**src/rtl/word_packer_unit_pkg.sv**
```systemverilog
// Shared types and defaults for the byte-to-word packing path.
// Contents: default byte/word geometry, byte_t/word_t and a lane insertion helper.
package word_pack_pkg;

    localparam int unsigned BYTE_W_DEF         = 8;
    localparam int unsigned BYTES_PER_WORD_DEF = 4;

    typedef logic [BYTE_W_DEF-1:0]                    byte_t;
    typedef logic [BYTES_PER_WORD_DEF*BYTE_W_DEF-1:0] word_t;

    // Replace byte lane idx of w with b; lane 0 is the least-significant byte.
    function automatic word_t lane_insert(word_t w, byte_t b, int idx);
        word_t r;
        r = w;
        r[idx*BYTE_W_DEF +: BYTE_W_DEF] = b;
        return r;
    endfunction

endpackage

```
**src/rtl/word_packer_unit_if.sv**
```systemverilog
// Byte-in / word-out handshake bundle for word_packer_unit.
// master: the environment (drives in_data/in_valid/out_ready[/flush]).
// slave : the packer (drives in_ready/out_data/out_valid/out_count).
// flush only exists when WORD_PACKER_FLUSH_EN is defined.
interface word_packer_unit_if #(
    parameter int unsigned BYTES_PER_WORD = word_pack_pkg::BYTES_PER_WORD_DEF,
    parameter int unsigned BYTE_W         = word_pack_pkg::BYTE_W_DEF
);
    localparam int unsigned WORD_W = BYTES_PER_WORD * BYTE_W;
    localparam int unsigned CNT_W  = $clog2(BYTES_PER_WORD + 1);

    logic [BYTE_W-1:0] in_data;
    logic              in_valid;
    logic              in_ready;
    logic [WORD_W-1:0] out_data;
    logic              out_valid;
    logic              out_ready;
    logic [CNT_W-1:0]  out_count;
`ifdef WORD_PACKER_FLUSH_EN
    logic              flush;

    modport master (output in_data, in_valid, out_ready, flush,
                    input  in_ready, out_data, out_valid, out_count);
    modport slave  (input  in_data, in_valid, out_ready, flush,
                    output in_ready, out_data, out_valid, out_count);
`else
    modport master (output in_data, in_valid, out_ready,
                    input  in_ready, out_data, out_valid, out_count);
    modport slave  (input  in_data, in_valid, out_ready,
                    output in_ready, out_data, out_valid, out_count);
`endif

endinterface

```
**src/rtl/word_out_reg.sv**
```systemverilog
// Output holding register with valid/ready; shared by packing/unpacking units.
// Ports: load/load_data/load_count capture a word; out_* present it until
// out_ready; ld_ok_c is high when a load this cycle will not overwrite a
// word still waiting downstream.
module word_out_reg #(
    parameter int unsigned WORD_W = word_pack_pkg::BYTES_PER_WORD_DEF * word_pack_pkg::BYTE_W_DEF,
    parameter int unsigned CNT_W  = $clog2(word_pack_pkg::BYTES_PER_WORD_DEF + 1)
) (
    input  logic              clk,
    input  logic              rst_n,
    input  logic              load,
    input  logic [WORD_W-1:0] load_data,
    input  logic [CNT_W-1:0]  load_count,
    output logic [WORD_W-1:0] out_data,
    output logic [CNT_W-1:0]  out_count,
    output logic              out_valid,
    input  logic              out_ready,
    output logic              ld_ok_c
);

    assign ld_ok_c = !out_valid || out_ready;

    // A load wins over a consume so back-to-back words leave no bubble.
    always_ff @(posedge clk or negedge rst_n) begin
        if (!rst_n) begin
            out_data  <= '0;
            out_count <= '0;
            out_valid <= 1'b0;
        end else if (load) begin
            out_data  <= load_data;
            out_count <= load_count;
            out_valid <= 1'b1;
        end else if (out_valid && out_ready) begin
            out_valid <= 1'b0;
        end
    end

endmodule

```
**src/rtl/word_packer_unit.sv**
```systemverilog
// Packs BYTE_W-bit bytes into WORD_W-bit words, byte 0 in the least-significant
// lane. The accumulator keeps filling lower lanes while the previous word waits
// in word_out_reg; only the completing byte stalls.
// Ports: clk, rst_n (async, active-low), bus (word_packer_unit_if.slave).
// Optional: WORD_PACKER_FLUSH_EN adds bus.flush to emit a partial word.
module word_packer_unit
    import word_pack_pkg::*;
#(
    parameter int unsigned BYTES_PER_WORD = BYTES_PER_WORD_DEF,
    parameter int unsigned BYTE_W         = BYTE_W_DEF
) (
    input  logic              clk,
    input  logic              rst_n,
    word_packer_unit_if.slave bus
);

    localparam int unsigned WORD_W = BYTES_PER_WORD * BYTE_W;
    localparam int unsigned CNT_W  = $clog2(BYTES_PER_WORD + 1);
    localparam int unsigned IDX_W  = $clog2(BYTES_PER_WORD);
    localparam logic [IDX_W-1:0] LAST_IDX = IDX_W'(BYTES_PER_WORD - 1);
    localparam logic [CNT_W-1:0] FULL_CNT = CNT_W'(BYTES_PER_WORD);

    logic [WORD_W-1:0] acc_q, acc_d, acc_ins_c;
    logic [IDX_W-1:0]  idx_q, idx_d;
    logic              ld_ok_c;
    logic              accept_c;
    logic              load_c;
    logic [WORD_W-1:0] load_data_c;
    logic [CNT_W-1:0]  load_count_c;
`ifdef WORD_PACKER_FLUSH_EN
    logic [CNT_W-1:0]  pend_c;
`endif

    // Only the byte that would complete a word needs a free output register.
    assign bus.in_ready = !((idx_q == LAST_IDX) && !ld_ok_c);
    assign accept_c     = bus.in_valid && bus.in_ready;

    // Accumulator with this cycle's accepted byte merged into lane idx.
    always_comb begin
        acc_ins_c = acc_q;
        for (int unsigned i = 0; i < BYTES_PER_WORD; i++) begin
            if (accept_c && (idx_q == IDX_W'(i))) begin
                acc_ins_c[i*BYTE_W +: BYTE_W] = bus.in_data;
            end
        end
    end

    // Next-state for accumulator/index and the output-register load request.
    always_comb begin
        acc_d        = acc_q;
        idx_d        = idx_q;
        load_c       = 1'b0;
        load_data_c  = acc_ins_c;
        load_count_c = FULL_CNT;
`ifdef WORD_PACKER_FLUSH_EN
        pend_c       = CNT_W'(idx_q) + CNT_W'(accept_c);
`endif

        if (accept_c) begin
            if (idx_q == LAST_IDX) begin
                load_c = 1'b1;
                acc_d  = '0;
                idx_d  = '0;
            end else begin
                acc_d  = acc_ins_c;
                idx_d  = idx_q + IDX_W'(1);
            end
        end

`ifdef WORD_PACKER_FLUSH_EN
        // Upper lanes are already zero because the accumulator clears on emit.
        if (bus.flush && ld_ok_c && (pend_c != '0)) begin
            load_c       = 1'b1;
            load_count_c = pend_c;
            acc_d        = '0;
            idx_d        = '0;
        end
`endif
    end

    always_ff @(posedge clk or negedge rst_n) begin
        if (!rst_n) begin
            acc_q <= '0;
            idx_q <= '0;
        end else begin
            acc_q <= acc_d;
            idx_q <= idx_d;
        end
    end

    word_out_reg #(
        .WORD_W (WORD_W),
        .CNT_W  (CNT_W)
    ) u_out_reg (
        .clk        (clk),
        .rst_n      (rst_n),
        .load       (load_c),
        .load_data  (load_data_c),
        .load_count (load_count_c),
        .out_data   (bus.out_data),
        .out_count  (bus.out_count),
        .out_valid  (bus.out_valid),
        .out_ready  (bus.out_ready),
        .ld_ok_c    (ld_ok_c)
    );

endmodule

```
**src/flat_wrapper.sv**
```systemverilog
// flat-port wrapper written by rule: the top's interface ports become plain ports
module word_packer_unit_flat import word_pack_pkg::*;
#(
    parameter int unsigned BYTES_PER_WORD = BYTES_PER_WORD_DEF,
    parameter int unsigned BYTE_W         = BYTE_W_DEF
)
  (clk, rst_n, bus_in_data, bus_in_valid, bus_out_ready, bus_in_ready, bus_out_data, bus_out_valid, bus_out_count);
  word_packer_unit_if #(.BYTES_PER_WORD(BYTES_PER_WORD), .BYTE_W(BYTE_W)) bus_i ();
  input  logic clk;
  input  logic rst_n;
  input wire logic [$bits(bus_i.in_data)-1:0] bus_in_data;
  input wire logic [$bits(bus_i.in_valid)-1:0] bus_in_valid;
  input wire logic [$bits(bus_i.out_ready)-1:0] bus_out_ready;
  output wire logic [$bits(bus_i.in_ready)-1:0] bus_in_ready;
  output wire logic [$bits(bus_i.out_data)-1:0] bus_out_data;
  output wire logic [$bits(bus_i.out_valid)-1:0] bus_out_valid;
  output wire logic [$bits(bus_i.out_count)-1:0] bus_out_count;
  assign bus_i.in_data = bus_in_data;
  assign bus_i.in_valid = bus_in_valid;
  assign bus_i.out_ready = bus_out_ready;
  assign bus_in_ready = bus_i.in_ready;
  assign bus_out_data = bus_i.out_data;
  assign bus_out_valid = bus_i.out_valid;
  assign bus_out_count = bus_i.out_count;
  word_packer_unit #(.BYTES_PER_WORD(BYTES_PER_WORD), .BYTE_W(BYTE_W)) u_core (.clk(clk), .rst_n(rst_n), .bus(bus_i));
endmodule
```
**config.mk**
```make
export PLATFORM = sky130hd
export DESIGN_NAME = word_packer_unit_flat
export DESIGN_NICKNAME = d
export VERILOG_FILES = /design/src/rtl/word_packer_unit_pkg.sv /design/src/rtl/word_packer_unit_if.sv /design/src/rtl/word_out_reg.sv /design/src/rtl/word_packer_unit.sv /design/src/flat_wrapper.sv
export SDC_FILE = /design/constraint.sdc
export NUM_CORES = 1
export LEC_CHECK = 0
export CORE_UTILIZATION = 55
export CTS_CLUSTER_SIZE = 14
export DETAILED_ROUTE_END_ITERATION = 8
export PLACE_DENSITY_LB_ADDON = 0.25
export SLEW_MARGIN = 5
export SYNTH_ARGS = -nofsm -noshare
export SYNTH_HDL_FRONTEND = slang
export SYNTH_SLANG_ARGS = --single-unit
export TNS_END_PERCENT = 1
```
**constraint.sdc**
```tcl
create_clock -name clk -period 3.48 [get_ports clk]
set_input_delay 0.696 -clock clk [delete_from_list [all_inputs] [get_ports clk]]
set_output_delay 0.696 -clock clk [all_outputs]
set_load 0.03 [all_outputs]
```
==> results of run 1 <==
## cell type report
class                           count  share of cell area (%)
Inverter                            3                   0.313
Sequential cell                    60                    41.7
Timing Repair Buffer               50                    13.8
Clock inverter                      4                    2.02
Clock buffer                       12                    4.03
Tap cell                           70                    2.43
Multi-Input combinational cell    147                    35.7
## power by group
| group | internal [mW] | leakage [nW] | switching [mW] |
|---|---|---|---|
| Clock | 0.422 | 0.107 | 0.275 |
| Combinational | 1.02 | 0.844 | 1.03 |
| Sequential | 1.05 | 0.726 | 0.191 |
## flip-flops by register name (all words and copies together) (netlist names)
name                        cells
u_core.idx_q                    2
u_core.acc_q                   24
u_core.u_out_reg.out_count      1
u_core.u_out_reg.out_data      32
u_core.u_out_reg.out_valid      1
## layout by cell type, fill, tap and decap left out, drive strengths merged
cell type	instances
clkdlybuf4s50	45
or2	1
nand3b	1
buf	5
o2bb2ai	24
inv	3
mux2	33
nor2b	25
clkinvlp	1
a21oi	25
clkinv	1
conb	2
a21o	24
and2	3
nand2	3
ha	4
bufinv	2
a31oi	1
nand2b	1
dfrtp	60
clkbuf	12
## per-layer routing
metal | vias to the layer above | share of wire (%) | global-route usage [%]
li1 | 903 | - | -
met1 | 945 | 46 | 32.0
met4 | 0 | 1.9 | 11.9
met5 | - | 0 | 0
met2 | 52 | 46 | 33.9
met3 | 9 | 5.8 | 6.69
## worst min-delay path by stage
| stage | start | to | slack [ns] | cells after the start |
|---|---|---|---|---|
| 2_1_floorplan | rst_n | u_core.acc_q[0] | 0.40 | 0 |
| 3_3_place_gp | u_core.u_out_reg.out_count[2] | u_core.u_out_reg.out_count[2] | 0.45 | 1 |
| 3_5_place_dp | u_core.u_out_reg.out_count[2] | u_core.u_out_reg.out_count[2] | 0.46 | 1 |
| 4_1_cts | rst_n | u_core.u_out_reg.out_count[2] | 0.42 | 1 |
| 5_1_grt | rst_n | u_core.acc_q[15] | 0.46 | 1 |
| 6_report | rst_n | u_core.u_out_reg.out_data[26] | 0.40 | 1 |
## cell families (layout without fill, tap and decap cells)
kind of cell | count (synthesis) | in the layout | synth area share, %
buf+inv | 21 | 69 | 5.65
compound gates | 74 | 74 | 17.7
simple gates | 34 | 34 | 7.34
fa+ha+maj | 4 | 4 | 1.70
flops | 60 | 60 | 50.9
other cells | 1 | 2 | 0.127
mux | 33 | 33 | 16.6
## per-stage QoR
step / instances / hold WS [ns] / cell area (um^2) / setup slack (ns) / utilization, %
6_report: 346 / 0.404 / 3600 / 0.804 / 70.0
5_1_grt: 346 / 0.457 / 3600 / 0.774 / 70.0
4_1_cts: 346 / 0.417 / 3600 / 0.801 / 70.0
3_5_place_dp: 330 / 0.460 / 3380 / 0.808 / 65.8
3_3_place_gp: 330 / 0.453 / 3380 / 0.815 / 65.8
2_1_floorplan: 228 / 0.400 / 2950 / 1.66 / -
==> metrics.yaml, run 1 <==
setup_path:
  critPathLaunchType: "input pin"
  path_depth: 3
  timing.critical_path.fanout_max: 3
  r2r_end: "u_core.u_out_reg.out_data[31]"
  crit_end: "bus_in_ready"
  required_ns: 2.78
  crit_chain: "clkdlybuf4s50_1, nand3b_1, clkdlybuf4s50_1"
  endpoint_kind: "output pin"
  cp_common_cell: "clkdlybuf4s50_1"
  path_buf_inv: 2
  cpPeakStageDelay_ns: 0.68
  timing.rr.start: "u_core.idx_q[0]"
  reg2reg_slack_ns: 1.31
  cp_data_arrival_time_ns: 1.98
  reg2reg_depth: 6
  crit_type: "in2out"
  cp-startpoint: "bus_out_ready"
  cp_slowest_cell: "clkdlybuf4s50_1"
  cpLargestDelayFamily: "buffers and inverters"
route:
  drc: 0
  via_per_inst: 5.52
  wl_um: 5860
  dr.pass1.iters: 4
  drtAntennaViolNets: 0
  vias: 1909
  wire_per_inst_um: 16.9
  drt-initial-drc-count: 151
die:
  die_area_um2: 5660
  fp.coreArea_um2: 5140
  die_y_um: 75.2
  start_util_pct: 57.4
  std_cell_rows: 26
  io_pins: 49
  die_x_um: 75.2
clocking:
  path_clk_slew_ns: 0.06
  cts_buffer_depth: 2
  cts_tree: "yes"
  cts_sinks: 60
  cts_buffers: 9
  clkLatencyLatePin_ns: 0.34
  ctsHoldBuffers: 0
  post_cts_buffers: 0
  cts_root_buffer: "clkbuf_8"
  cts_max_level: 3
  cts-resized-gates: 0
logic_synthesis:
  synth_area_um2: 2950
  synth_edf_count: 0
  ys_types: 23
  ys_warn_count: 0
  synth_seq_area_share_pct: 50.9
  avgSynthCellArea_um2: 13.0
  synth_area_leaders: "dfrtp_1 51%, mux2_4 16%, o2bb2ai_1 7.1%"
  synth-seq-cells: 60
  synth-main-ff-cell: "dfrtp_1"
  synthArstFlopShare_pct: 100
  synth_top_cell_by_area: "dfrtp_1"
  synth_most_common_cell: "dfrtp_1"
  ys_top_cells_by_count: "60 x dfrtp_1, 31 x mux2_4, 25 x a21oi_1"
  synth_cells: 227
  synth_top_area_share_pct: 50.9
final_layout:
  fillers: 424
  drive_gt1_share_pct: 19.9
  multi_input_area_um2: 1280
  area_delta_synth_final_pct: 22.1
  regArea_um2: 1500
  diodes: 0
  nets: 287
placement:
  place_congestion: 0.723
  dp_hpwl_um: 3730
  port_buffers: 46
global_routing:
  grt_overflow: 0
  antenna_found_initial: 0
  gr-usage-all-layers_pct: 23.3
  grt_max_degree: 34
  first_global_vias: 1821
  grt_pass1_wl_um: 9320
timing:
  period_share_pct: 76.9
  slew_headroom_pct: 52.5
  hold_viol_final: 0
  setup_viol: 0
  skew_ns: 0.00895
  fin_crit_ns: 2.68
  rsz0062_at_grt: "false"
  drv_slew: 0
  tns_ns: 0
  worst_slew_pin_slew_ns: 0.713
  fmax_mhz: 374
power_and_ir_drop:
  ir_drop_uv: 576
  p_per_area_nw_per_um2: 1110
  p_total_mw: 3.99
  total_leakage_power_nw: 1.68
min_path:
  hold_path_class: "in2async"
run:
  drv_cap: 0
status:
  status: "complete, no violations"
(Power assumes the default switching activity.)
==> inputs of run 2 (changes only) <==
CORE_UTILIZATION = 53   (was 55)
clock period = 2.7 ns   (was 3.48 ns; I/O delays follow)
==> run 2 against run 1 <==
Compared with the run above:
- non-clock buffer count grew 1
- register-to-register slack lost 0.57 ns
- power grew 30%
- combinational power grew 30%
- critical path depth is the same
- die area grew 3.7%
- via count grew 0.63%
- global-route usage shrank 1.4 points
==> metrics.yaml, run 2 (synthesis gave the netlist of run 1 again) <==
final_layout:
  fin_util_pct: 69.4  # was 70.0%
  final_common_cell: "dfrtp_1"  # unchanged
  area_delta_synth_final_pct: 23.4  # was 22.1%
  top_register: "u_core.u_out_reg.out_data"  # unchanged
  nets: 288  # was 287
  diodes: 0  # unchanged
  largest_reg_flops: 32  # unchanged
  drive_gt1_share_pct: 20.9  # was 19.9%
  largest_registers: "u_core.u_out_reg.out_data (32), u_core.acc_q (24), u_core.idx_q (2)"  # unchanged
  fillers: 384  # was 424
  final_cell_mix: "60 x dfrtp_1, 45 x clkdlybuf4s50_1, 31 x mux2_4, 25 x a21oi_1"  # unchanged
timing:
  hold_viol_final: 0  # unchanged
  fmax_mhz: 419
  rsz0062_at_grt: "false"  # unchanged
  drv_slew: 0  # unchanged
  period_share_pct: 88.3
  tns_ns: 0  # unchanged
  worst_slew_pin_slew_ns: 0.699  # was 0.713 ns
  setup_ws_ns: 0.315  # was 0.804 ns
  fin_crit_ns: 2.38
  slew_headroom_pct: 53.4  # was 52.5%
  setup_viol: 0  # unchanged
  skew_ns: 0.0102  # was 0.00895 ns
power_and_ir_drop:
  total_leakage_power_nw: 1.70  # was 1.68 nW
  p_per_area_nw_per_um2: 1430  # was 1110 nW/um^2
  power_frac_comb_pct: 51.4  # was 51.5%
  switchingPower_mw: 1.93  # was 1.50 mW
  seq_power_share_pct: 30.7  # was 31.1%
  p_int_mw: 3.28  # was 2.49 mW
  switching_share_pct: 37.0  # was 37.5%
  ir_drop_uv: 698  # was 576 uV
  clockPowerShare_pct: 18.0  # was 17.5%
setup_path:
  critPathLaunchType: "register"  # was input pin
  required_ns: 2.16  # was 2.78 ns
  cp_data_arrival_time_ns: 1.84  # was 1.98 ns
  crit_type: "reg2out"  # was in2out
  timing.critical_path.fanout_max: 5  # was 3
  timing.rr.start: "u_core.idx_q[0]"  # unchanged
  cp-startpoint: "u_core.idx_q[0]"  # was bus_out_ready
  endpoint_kind: "output pin"  # unchanged
die:
  std_cell_rows: 26  # unchanged
  die_y_um: 76.6  # was 75.2 um
  die_area_um2: 5860  # was 5660 um^2
  fp.coreArea_um2: 5240  # was 5140 um^2
  io_pins: 49  # unchanged
  start_util_pct: 56.3  # was 57.4%
  die_x_um: 76.6  # was 75.2 um
clocking:
  cts_buffers: 9  # unchanged
  cts_max_level: 3  # unchanged
  clkLatencyLatePin_ns: 0.34  # about the same
  cts_buffer_depth: 2  # unchanged
  ctsHoldBuffers: 0  # unchanged
  cts-resized-gates: 0  # unchanged
  cts_root_buffer: "clkbuf_8"  # unchanged
  cts_tree: "yes"  # unchanged
  post_cts_buffers: 0  # unchanged
  cts_sinks: 60  # unchanged
  path_clk_slew_ns: 0.07  # was 0.06 ns
min_path:
  hold_path_class: "in2async"  # unchanged
status:
  status: "complete, no violations"  # unchanged
placement:
  place_ws_ns: 0.333  # was 0.808 ns
  port_buffers: 46  # unchanged
  dp_hpwl_um: 3780  # was 3730 um
  place_congestion: 0.732  # was 0.723
global_routing:
  grt_max_degree: 32  # was 34
  grt_overflow: 0  # unchanged
  first_global_vias: 1867  # was 1821
  antenna_found_initial: 0  # unchanged
  grt_pass1_wl_um: 9610  # was 9320 um
  gr-usage-all-layers_pct: 22.0  # was 23.3%
route:
  wire_per_inst_um: 17.0  # was 16.9 um
  drt-initial-drc-count: 162  # was 151
  dr.pass1.iters: 4  # unchanged
  drc: 0  # unchanged
  vias: 1921  # was 1909
  wl_um: 5880  # was 5860 um
  wl_met2_um: 2740  # was 2710 um
  via_per_inst: 5.54  # was 5.52
  drt-met1-wl_um: 2850  # was 2700 um
  drtAntennaViolNets: 0  # unchanged
  route.met3.wl_um: 158  # was 342 um
  top_layer_used: "met4"  # unchanged
run:
  drv_cap: 0  # unchanged
-- run 2: cell types whose count changed in the layout (fill, tap and decap cells not counted) --
cell        change
buf_12          +1
clkbuf_1        -2
clkinv_2        +1
clkbuf_8        +2
clkinvlp_4      -1
-- run 2: cell type report --
cell class              instances  area (um^2)  area share [%]
flip-flops and latches         60         1500            41.3
multi-input cells             147         1280            35.3
repair buffers                 51          518            14.2
clock buffers                  12          165            4.54
well taps                      70         87.6            2.41
clock inverters                 4         70.1            1.93
inverters                       3         11.3           0.310
-- run 2: metrics by stage --
stage	instances	total power, mW	hold WS (ns)	cell area [um^2]
5_1_grt	347	5.50	0.298	3640
4_1_cts	347	5.24	0.255	3640
2_1_floorplan	228	3.53	0.244	2950
3_3_place_gp	331	4.20	0.460	3400
6_report	347	5.20	0.246	3640
3_5_place_dp	331	4.26	0.467	3400
-- run 2: worst paths after layout --
check | slack [ns] | endpoint | cells after the start
max in group asynchronous | 1.85 | u_core.u_out_reg.out_data[13] | 2
max | 0.32 | bus_in_ready | 3
min | 0.25 | u_core.u_out_reg.out_data[26] | 1
max reg2reg | 0.74 | u_core.u_out_reg.out_data[9] | 6
min in group clk | 0.48 | u_core.acc_q[8] | 1
min reg2reg | 0.48 | u_core.acc_q[8] | 1
-- run 2: critical path, stage by stage (launching register included) --
cell	delay (ns)
dfrtp_1	0.44
ha_1	0.25
nand3b_1	0.13
clkdlybuf4s50_1	0.68
-- run 2: layer usage --
| layer | GRT usage [%] | vias to the layer above |
|---|---|---|
| li1 | - | 902 |
| met1 | 29.9 | 970 |
| met2 | 33.2 | 38 |
| met3 | 4.31 | 11 |
| met4 | 11.9 | 0 |
| met5 | 0 | - |
-- run 2: power by group through the flow --
stage | logic [mW] | clock network (mW) | registers [mW]
finish | 2.67 | 0.935 | 1.59
global route | 2.86 | 0.994 | 1.64
CTS | 2.69 | 0.957 | 1.59
detailed placement | 2.66 | 0 | 1.60
global placement | 2.61 | 0 | 1.59
floorplan | 1.49 | 0 | 2.04
==> inputs of run 3 (changes only) <==
TNS_END_PERCENT = 10   (was 1)
==> results of run 3 <==
Same layout as run 2: the final DEF is identical, and so are final timing and power.
